[src/rtl/uart_rx_fifo.sv]
// uart_rx_fifo: byte FIFO between uart_rx and ram_rw.
// It absorbs receive bursts while the consumer is stalled.
// The push side has no stall, so a byte offered while full is dropped.
// A dropped byte sets a sticky overflow flag.
module uart_rx_fifo #(
    parameter  int DEPTH = 16,
    localparam int AW    = $clog2(DEPTH)
) (
    input  logic          clk_i,
    input  logic          rst_n_i,
    input  logic          clr_i,
    input  logic [7:0]    in_data_i,
    input  logic          in_vld_i,
    output logic          in_rdy_o,
    output logic [7:0]    out_data_o,
    output logic          out_vld_o,
    input  logic          out_rdy_i,
    output logic [AW:0]   level_o,
    output logic          overflow_o
);

    // Pointers carry one extra wrap bit so that full and empty can be told apart.
    logic [AW:0] wr_ptr;
    logic [AW:0] rd_ptr;
    logic [7:0]  mem [DEPTH];

    logic full;
    logic empty;
    logic push;
    logic pop;

    // Status and handshakes depend only on the pointers, so the ready/valid
    // outputs never see a combinational path from the opposite input.
    always_comb begin
        empty      = (wr_ptr == rd_ptr);
        full       = (wr_ptr[AW-1:0] == rd_ptr[AW-1:0]) && (wr_ptr[AW] != rd_ptr[AW]);
        in_rdy_o   = !full;
        out_vld_o  = !empty;
        push       = in_vld_i && !full;
        pop        = out_rdy_i && !empty;
        level_o    = wr_ptr - rd_ptr;
        out_data_o = mem[rd_ptr[AW-1:0]];
    end

    // Pointer and overflow state. clr_i overrides any push, pop or overflow
    // event on the same edge.
    always_ff @(posedge clk_i or negedge rst_n_i) begin
        if (!rst_n_i) begin
            wr_ptr     <= '0;
            rd_ptr     <= '0;
            overflow_o <= 1'b0;
        end else if (clr_i) begin
            wr_ptr     <= '0;
            rd_ptr     <= '0;
            overflow_o <= 1'b0;
        end else begin
            if (push)
                wr_ptr <= wr_ptr + 1'b1;
            if (pop)
                rd_ptr <= rd_ptr + 1'b1;
            if (in_vld_i && full)
                overflow_o <= 1'b1;
        end
    end

    // Storage array, left unreset. A write happens only on an accepted push.
    always_ff @(posedge clk_i) begin
        if (push && !clr_i)
            mem[wr_ptr[AW-1:0]] <= in_data_i;
    end

endmodule

[config.mk]
export PLATFORM = sky130hd
export DESIGN_NAME = uart_rx_fifo
export DESIGN_NICKNAME = d
export VERILOG_FILES = /design/src/rtl/uart_rx_fifo.sv
export SDC_FILE = /design/constraint.sdc
export NUM_CORES = 1
export LEC_CHECK = 0
export CORE_MARGIN = 1
export CORE_UTILIZATION = 45
export CTS_CLUSTER_SIZE = 12
export DETAILED_ROUTE_END_ITERATION = 7
export HOLD_SLACK_MARGIN = 0.08
export PLACE_DENSITY = 0.66
export SYNTH_ARGS = -nofsm -noshare
export SYNTH_HDL_FRONTEND = slang
export SYNTH_SLANG_ARGS = --single-unit
[constraint.sdc]
create_clock -name clk_i -period 3.4 [get_ports clk_i]
set_input_delay 0.34 -clock clk_i [delete_from_list [all_inputs] [get_ports clk_i]]
set_output_delay 0.34 -clock clk_i [all_outputs]
set_load 0.01 [all_outputs]
# After elaboration in Yosys (flattened, before gate mapping)
# Memory sizes are Yosys's and may differ from the RTL's.
# Index checks and enable logic that the tools add are counted.
[op_classes] shift=0 n_bitwise=0 add_sub_neg=3 reduce_logical=11 n_div=0 mul=0 n_lt_le_gt_ge=0 mux=8 n_eq_ne=3
[op_table] cell="5-bit two-way mux" count=4
[op_table] cell="5-bit by 1-bit adder with 5-bit output, second input constant" count=2
[op_table] cell="2-bit nonzero test" count=3
[op_table] cell="5-bit == test" count=1
[op_table] cell="1-bit logical AND" count=5
[op_table] cell="5-bit subtractor" count=1
[op_table] cell="4-bit == test" count=1
[op_table] cell="1-bit two-way mux" count=4
[op_table] cell="1-bit zero test" count=3
[op_table] cell="1-bit inequality test" count=1
[word_totals] input_bits=13 output_inout_bits=16 memories=1 latchBits=0 ramBits=128 elab_cells=29 regBits=11 romBits=0
[memory_table] memory="mem" depth=16 width=8 read_ports=1 rd_ports_with_merged_regs=0 wr=1 line="25" rtl="logic [7:0] mem [DEPTH];"

# Depth between registers and ports, before layout
# Gate-level depths: netlist of run 1.
[logic_depth] word_depth=7 ltp_mapped=9 depth_no_buf=7

# Worst setup path after synthesis of run 1
# OpenSTA, ideal clock, no wires.
[synth_path] kind="register to register" from="register rd_ptr[2]" to="memory mem[0][0], enable pin" period_less_slack_ns=2.940 setup_time_ns=0.383 t_arrival_ns=2.556 setup_slack_ns=0.460 stages_incl_launch_ff=10 path_buffers=3 required_ns=3.017 path_cell_list="dfrtp_1 buf_2 clkbuf_8 inv_1 ha_1 and4_1 clkbuf_1 a211oi_1 nand2_1 nor3_1"
[synth_via] elab_chain_len=7
[synth_rtl] element="start, declared" line="24" rtl="logic [AW:0] rd_ptr;"
[synth_rtl] element="start signal, assigned" line="60" rtl="rd_ptr <= rd_ptr + 1'b1;"
[synth_rtl] element="4-bit == test" line="36" rtl="full = (wr_ptr[AW-1:0] == rd_ptr[AW-1:0]) && (wr_ptr[AW] != rd_ptr[AW]);"
[synth_rtl] element="1-bit logical AND" line="36"
[synth_rtl] element="1-bit zero test" line="39" rtl="push = in_vld_i && !full;"
[synth_rtl] element="1-bit logical AND" line="39"
[synth_rtl] element="1-bit logical AND" line="68" rtl="if (push && !clr_i)"
[synth_rtl] element="1-bit two-way mux" line="68"
[synth_rtl] element="1-bit two-way mux (implied by the code)" line="69" rtl="mem[wr_ptr[AW-1:0]] <= in_data_i;"
[synth_rtl] element="end, declared" line="25"
# Every way passes these cells.

# Final worst setup path of run 1
[layout_path] from="register rd_ptr[0]" to="output out_data_o[1]"
[layout_via] elab_chain_len=1
[layout_rtl] element="memory 16 x 8 bit"
[layout_rtl] element="end, declared" line="15" rtl="output logic [7:0] out_data_o,"
# Every way passes these cells.

==> metrics.md, run 1 <==
| Metric | Value |
|---|---|
| Synth Area in Adders | `2.30%` |
| Most frequent cells in the layout | `edfxtp_1, clkdlybuf4s50_1, mux2i_1` |
| Clock Path Buffers | `2` |
| WP depth | `6` |
| Via count of the routed design | `2978` |
| Slew at the pin with the worst max-slew slack | `0.718 ns` |
| Buffer count from post-CTS setup fixing | `0` |
| Crit end category | `output port` |
| Initial core utilization | `47.0%` |
| Proportion of synthesized area in mux cells | `13.9%` |
| Simple-gate share of the synthesized area | `3.26%` |
| Leak | `2.30 nW` |
| Most common cell after layout, fill and taps aside | `edfxtp_1` |
| Routed wire length per instance | `21.7 um` |
| Slowest CP cell | `clkdlybuf4s50_1` |
| Fin crit period | `3.10 ns` |
| Cell Area, Synth | `5760 um^2` |
| Largest family of logic cells by synthesized area | `multiplexers` |
| R2R Path Start | `rd_ptr[3]` |
| Startpoint type of the worst setup path | `flip-flop` |
| Most used DFF post-synth | `edfxtp_1` |
| Clock Pin Slew Worst Setup and Hold Paths | `0.06 ns` |
| Clk_skew | `0.00704 ns` |
| Worst slack, placed | `0.353 ns` |
| Layout net count | `390` |
| HPWL after DPL | `7.91 mm` |
| Critical-path cell list | `buf_4 -> mux2i_1 -> a22oi_1 -> mux2i_1 -> o21ai_0 -> clkdlybuf4s50_1` |
| DRC | `0` |
| Die height | `115 um` |
| DRT antenna net count | `0` |
| Flops & latches, synth | `139` |
| Root Driver | `clkbuf_16` |
| DRT Pass-1 Iters | `4` |
| Antenna cells | `0` |
| Slew Limit Fails | `0` |
| Arr. time, crit path | `2.76 ns` |
| Layout Utilization | `56.2%` |
| Ys Warns | `0` |
| CTS sink cnt | `139` |
| Buf/Inv on CP | `2` |
| Row count | `40` |
| Clk_lat worst skew | `0.42 ns` |
| Critical path fanouts, max | `27` |
| Complex-gate fraction of the synthesized area | `4.87%` |
| Hold slack final | `0.288 ns` |
| Post-Route WL | `11.9 mm` |
| CTS tree | `done` |
| Setup Viol. Count Final | `0` |
| Net Count, Synth | `340` |
| Setup CP Type | `reg2out` |
| P&R area growth vs syn | `19.7%` |
| Vias per cell | `5.43` |
| TNS Setup | `0 ns` |
| Detailed Route Iter0 Violations | `259` |
| Top delay family on crit path | `buffers and inverters` |
| Layout cells sized above 1 | `20.3%` |
| Fmax achieved | `323 MHz` |
| Hold-fix buffers, CTS | `0` |
| Unique masters post-synth | `36` |
| I/O pin cnt | `29` |
| Worst EP required | `3.06 ns` |
| Status | `finished, final reports clean` |
| Die area | `13300 um^2` |
| Rel. slew slack | `52.0%` |
| Reg2Reg Depth | `6` |
| Post-synth EDFFs | `128` |
| Power per Cell Area | `635 nW/um^2` |
| Post-synthesis xor/xnor area fraction | `1.96%` |
| Worst IR Drop VDD | `0.000390 V` |
| Final setup margin | `0.304 ns` |
| Die width | `115 um` |
| Mapped Avg Cell Area | `18.2 um^2` |
| First-pass GRT wire length | `18.2 mm` |
| GPL Wtd Cong | `0.889` |
| FF-to-FF setup slack | `0.33 ns` |
| H-tree depth | `4` |
| Sequential area share after synthesis | `71.5%` |
| Final Hold Violating Endpoints | `0` |
| Total CTS buffers | `17` |
| Syn Inst Count | `317` |
| Async S/R FF share, synth | `7.91%` |
| Max-cap violations | `0` |
| Max incr delay on CP | `0.61 ns` |
| Port Buffers | `28` |
| Crit-path most repeated cell | `mux2i_1` |
| RR Endpoint | `mem[6][5]` |
| Total Power | `4.38 mW` |
| RSZ-0062 raised after global routing | `false` |
| Initial antenna violation count | `0` |
| Gr ovfl total | `0` |
| Vias in the first global route | `3048` |
| Tcrit/Tclk final | `91.1%` |
| Largest net degree at the start of global routing | `28` |
| CORE AREA | `12300 um^2` |
| HP Class | `in2async` |
| # resized after CTS | `0` |
| Total track usage | `20.2%` |
[cell usage after synthesis, types with 2 or more instances]
cell	count	area share, %
dfrtp_1	11	4.8
edfxtp_1	128	67
a32oi_1	8	1.2
nor3_1	4	0.35
clkbuf_8	2	0.48
nand2_1	8	0.52
o21ai_0	11	0.96
a22oi_1	8	1.0
mux2i_1	26	4.5
xnor2_1	9	1.4
mux4_2	24	9.4
nor2_1	23	1.5
xor2_1	2	0.30
inv_1	8	0.52
ha_1	9	2.0
clkbuf_1	7	0.46
a21o_1	2	0.26
a211oi_1	3	0.39
buf_2	4	0.35
a21oi_1	3	0.26
nand2b_1	2	0.22
[worst register-to-register path: stages, from the launching register on]
cell and delay [ns]:
dfrtp_1 0.53, inv_2 0.20, ha_1 0.37, and4_1 0.31, a211oi_1 0.51, nand2_1 0.21
nor2_1 0.57
[layer usage]
layer | wire (um) | up-vias | GRT usage [%]
li1 | - | 1368 | -
met1 | 5300 | 1516 | 27.0
met2 | 5840 | 84 | 32.0
met3 | 587 | 10 | 5.59
met4 | 147 | 0 | 7.27
met5 | 0 | - | 0
[area by class of cell]
class                      count  area, um^2
fill                         942        5370
sequential                   139        4120
multi-input combinational    154        1510
clock buffer                  18         429
timing repair buffer          46         415
tap                          168         210
clock inverter                14         170
inverter                       9        33.8
[state kept, by name, summed over array words and instances (netlist names)]
register    count
wr_ptr          5
overflow_o      1
mem           128
rd_ptr          5
[worst max-delay path by stage]
stage                   start             to  slack [ns]
floorplan           rd_ptr[2]      mem[0][0]        0.46
global placement    rd_ptr[3]      mem[7][1]        0.49
detailed placement  rd_ptr[3]      mem[6][4]        0.35
CTS                 rd_ptr[0]  out_data_o[2]        0.26
global route        rd_ptr[0]  out_data_o[6]        0.14
finish              rd_ptr[0]  out_data_o[1]        0.30
[report_power, final]
| part | leakage [nW] | switching, mW | internal [mW] | total [mW] |
|---|---|---|---|---|
| clock network | 0.284 | 0.690 | 1.15 | 1.84 |
| registers | 1.30 | 0.0134 | 1.89 | 1.90 |
| logic | 0.709 | 0.325 | 0.305 | 0.629 |
[kinds of logic (layout without fill, tap and decap cells)]
logic type      Yosys count  after routing
simple gates             43             43
buf+inv                  24             87
compound gates           39             39
xor+xnor                 12             12
fa+ha+maj                10             10
mux                      50             50
flops                   139            139
[metrics by stage]
step	instances	area, um^2
after floorplan	317	5760
after global placement	516	6290
after detailed placement	516	6290
after CTS	548	6890
after global routing	548	6890
final	548	6890
Note: power is estimated with default switching activity, not from simulation.
==> run 2, diff against run 1 <==
--- a/config.mk
+++ b/config.mk
@@ -5,12 +5,13 @@
 export SDC_FILE = /design/constraint.sdc
 export NUM_CORES = 1
 export LEC_CHECK = 0
-export CORE_MARGIN = 1
+export CORE_MARGIN = 4
 export CORE_UTILIZATION = 45
 export CTS_CLUSTER_SIZE = 12
 export DETAILED_ROUTE_END_ITERATION = 7
+export DONT_BUFFER_PORTS = 1
 export HOLD_SLACK_MARGIN = 0.08
-export PLACE_DENSITY = 0.66
+export PLACE_DENSITY = 0.63
 export SYNTH_ARGS = -nofsm -noshare
 export SYNTH_HDL_FRONTEND = slang
 export SYNTH_SLANG_ARGS = --single-unit
==> run 2 against run 1 <==
  * Die area is 11% higher
  * First-iteration DRC count shrank 1.2%
  * Total power is 0.53% lower
  * Critical endpoint is now mem[7][7]
  * Largest cell class unchanged
==> metrics.md, run 2 (synthesis results as in run 1) <==
| Metric | Value |
|---|---|
| Status | `finished, final reports clean (unchanged)` |
| Port Buffers | `0 (was 28)` |
| Placed insts | `490 (was 516)` |
| Die height | `121 um (was 115 um)` |
| Critical path endpoint | `mem[7][7] (was out_data_o[1])` |
| Setup Viol. Count Final | `0 (unchanged)` |
| Die area | `14700 um^2 (was 13300 um^2)` |
| Clock Path Buffers | `2 (unchanged)` |
| Layout net count | `371 (was 390)` |
| Slew Limit Fails | `0 (unchanged)` |
| Total Power | `4.35 mW (was 4.38 mW)` |
| Arr. time, crit path | `3.15 ns (was 2.76 ns)` |
| Internal | `3.33 mW (was 3.35 mW)` |
| I/O pin cnt | `29 (unchanged)` |
| Setup CP Type | `reg2reg (was reg2out)` |
| Sw Ratio | `23.5% (about the same)` |
| DRC | `0 (unchanged)` |
| Critical path fanouts, max | `11 (was 27)` |
| Row count | `41 (was 40)` |
| Clock Pin Slew Worst Setup and Hold Paths | `0.06 ns (about the same)` |
| Total CTS buffers | `17 (unchanged)` |
| CORE AREA | `12600 um^2 (was 12300 um^2)` |
| Root Driver | `clkbuf_16 (unchanged)` |
| Most common cell after layout, fill and taps aside | `edfxtp_1 (unchanged)` |
| Buffer count from post-CTS setup fixing | `0 (unchanged)` |
| Post-Route WL | `12.2 mm (was 11.9 mm)` |
| Grt met2 use | `28.9% (was 32.0%)` |
| Power per Cell Area | `646 nW/um^2 (was 635 nW/um^2)` |
| Critical Path Start | `rd_ptr[3] (was rd_ptr[0])` |
| GPL Wtd Cong | `0.786 (was 0.889)` |
| Flop pwr share | `43.7% (was 43.5%)` |
| Non-Filler Instances | `533 (was 548)` |
| Worst EP required | `3.45 ns (was 3.06 ns)` |
| Gr ovfl total | `0 (unchanged)` |
| Largest net degree at the start of global routing | `44 (was 28)` |
| Max incr delay on CP | `0.61 ns (about the same)` |
| R2R Path Start | `rd_ptr[3] (unchanged)` |
| Crit end category | `flip-flop (was output port)` |
| Fmax achieved | `322 MHz (was 323 MHz)` |
| Critical-path cell list | `inv_2 -> ha_1 -> and4_1 -> a211oi_1 -> nand2_1 -> nor2_1 (was buf_4 -> mux2i_1 -> a22oi_1 -> mux2i_1 -> o21ai_0 -> clkdlybuf4s50_1)` |
| Via count of the routed design | `2935 (was 2978)` |
| WP depth | `6 (unchanged)` |
| Buf/Inv on CP | `1 (was 2)` |
| Worst IR Drop VDD | `0.000297 V (was 0.000390 V)` |
| TNS Setup | `0 ns (unchanged)` |
| H-tree depth | `4 (unchanged)` |
| P&R area growth vs syn | `17.0% (was 19.7%)` |
| HPWL after DPL | `8.01 mm (was 7.91 mm)` |
| Comb pwr share | `12.1% (was 14.4%)` |
| Clk_skew | `0.00901 ns (was 0.00704 ns)` |
| CTS tree | `done (unchanged)` |
| DRT Pass-1 Iters | `4 (unchanged)` |
| RR Endpoint | `mem[7][7] (was mem[6][5])` |
| Busiest grt layer | `met2 (unchanged)` |
| Design area | `6740 um^2 (was 6890 um^2)` |
| Routed wire length per instance | `22.8 um (was 21.7 um)` |
| Vias in the first global route | `3045 (was 3048)` |
| RSZ-0062 raised after global routing | `false (unchanged)` |
| Leak | `2.24 nW (was 2.30 nW)` |
| Clk_lat worst skew | `0.42 ns (about the same)` |
| CTS sink cnt | `139 (unchanged)` |
| Most frequent cells in the layout | `edfxtp_1, mux2i_1, mux4_2 (was edfxtp_1, clkdlybuf4s50_1, mux2i_1)` |
| GR Util met1 | `23.8% (was 27.0%)` |
| Die width | `121 um (was 115 um)` |
| Slowest CP cell | `nor2_1 (was clkdlybuf4s50_1)` |
| HP Class | `in2reg (was in2async)` |
| Reg2Reg Depth | `6 (unchanged)` |
| Detailed Route Iter0 Violations | `256 (was 259)` |
| Max reg flops | `128 (unchanged)` |
| Clock power frac | `44.3% (was 42.1%)` |
| Fin crit period | `3.10 ns (about the same)` |
| Top delay family on crit path | `simple AND/OR/NAND/NOR gates (was buffers and inverters)` |
| Hold slack final | `0.180 ns (was 0.288 ns)` |
| Placed inst area | `6000 um^2 (was 6290 um^2)` |
| Total track usage | `18.3% (was 20.2%)` |
| DRT antenna net count | `0 (unchanged)` |
| Grt met3 use | `4.52% (was 5.59%)` |
| Initial core utilization | `45.8% (was 47.0%)` |
| Rel. slew slack | `46.2% (was 52.0%)` |
| Final Hold Violating Endpoints | `0 (unchanged)` |
| Startpoint type of the worst setup path | `flip-flop (unchanged)` |
| Initial antenna violation count | `0 (unchanged)` |
| Max-cap violations | `0 (unchanged)` |
| Tcrit/Tclk final | `91.3% (was 91.1%)` |
| Vias per cell | `5.51 (was 5.43)` |
| Antenna cells | `0 (unchanged)` |
| Switching pwr | `1.02 mW (was 1.03 mW)` |
| First-pass GRT wire length | `18.7 mm (was 18.2 mm)` |
| Layout cells sized above 1 | `21.1% (was 20.3%)` |
| Slew at the pin with the worst max-slew slack | `0.807 ns (was 0.718 ns)` |
| Fillers | `997 (was 942)` |
| FF-to-FF setup slack | `0.30 ns (was 0.33 ns)` |
## run 2: cell types whose count changed in the layout (fill, tap and decap cells not counted)
cell             change
clkinv_1             -1
dlygate4sd3_1       +11
buf_4                -2
bufinv_16            +1
clkinv_2             +1
clkdlybuf4s50_1     -28
clkinvlp_4           -1
## run 2: through the flow
stage / worst slack, ns / utilization [%]
floorplan: 0.460 / -
global placement: 0.457 / 47.8
detailed placement: 0.316 / 47.8
CTS: 0.321 / 53.6
global route: 0.0773 / 53.6
finish: 0.297 / 53.6
## run 2: layout make-up
| class | count | area (um^2) | area share (%) |
|---|---|---|---|
| Sequential cell | 139 | 4120 | 61.2 |
| Multi-Input combinational cell | 154 | 1510 | 22.5 |
| Clock inverter | 14 | 194 | 2.88 |
| Timing Repair Buffer | 27 | 230 | 3.42 |
| Inverter | 9 | 33.8 | 0.501 |
| Tap cell | 172 | 215 | 3.19 |
| Clock buffer | 18 | 429 | 6.37 |
## run 2: power groups by stage
| stage | logic [mW] | registers (mW) | clock network, mW |
|---|---|---|---|
| after CTS | 0.535 | 1.90 | 1.97 |
| after global placement | 0.492 | 1.93 | 0 |
| after global routing | 0.565 | 1.90 | 2.05 |
| final | 0.525 | 1.90 | 1.93 |
| after detailed placement | 0.493 | 1.94 | 0 |
| after floorplan | 0.393 | 1.93 | 0 |
## run 2: worst min path at each step
| stage | startpoint | depth (start not counted) | slack, ns | end |
|---|---|---|---|---|
| floorplan | rst_n_i | 0 | 0.04 | overflow_o |
| global placement | rst_n_i | 0 | 0.04 | wr_ptr[1] |
| detailed placement | rst_n_i | 0 | 0.04 | wr_ptr[1] |
| CTS | out_rdy_i | 3 | 0.16 | rd_ptr[2] |
| global route | out_rdy_i | 3 | 0.16 | rd_ptr[2] |
| finish | out_rdy_i | 3 | 0.18 | rd_ptr[2] |
## run 2: layer usage
layer	share of wire [%]	wire length (um)	vias to the layer above
met5	0	0	-
met1	44	5390	1532
met2	50	6120	65
met4	1.7	208	0
li1	-	-	1324
met3	3.5	430	14
## run 2: worst reg2reg max path, stage by stage (launching register included)
cell and delay (ns):
dfrtp_1 0.54, inv_2 0.21, ha_1 0.37, and4_1 0.31, a211oi_1 0.50, nand2_1 0.19, nor2_1 0.61
## run 2: what timing repair did
action / 4_1_cts / 5_1_grt
endpoints found under the setup margin: 0 / 0
hold buffers: 11 / 0
resized for setup: 0 / 0
hold endpoints to repair: 150 / 0
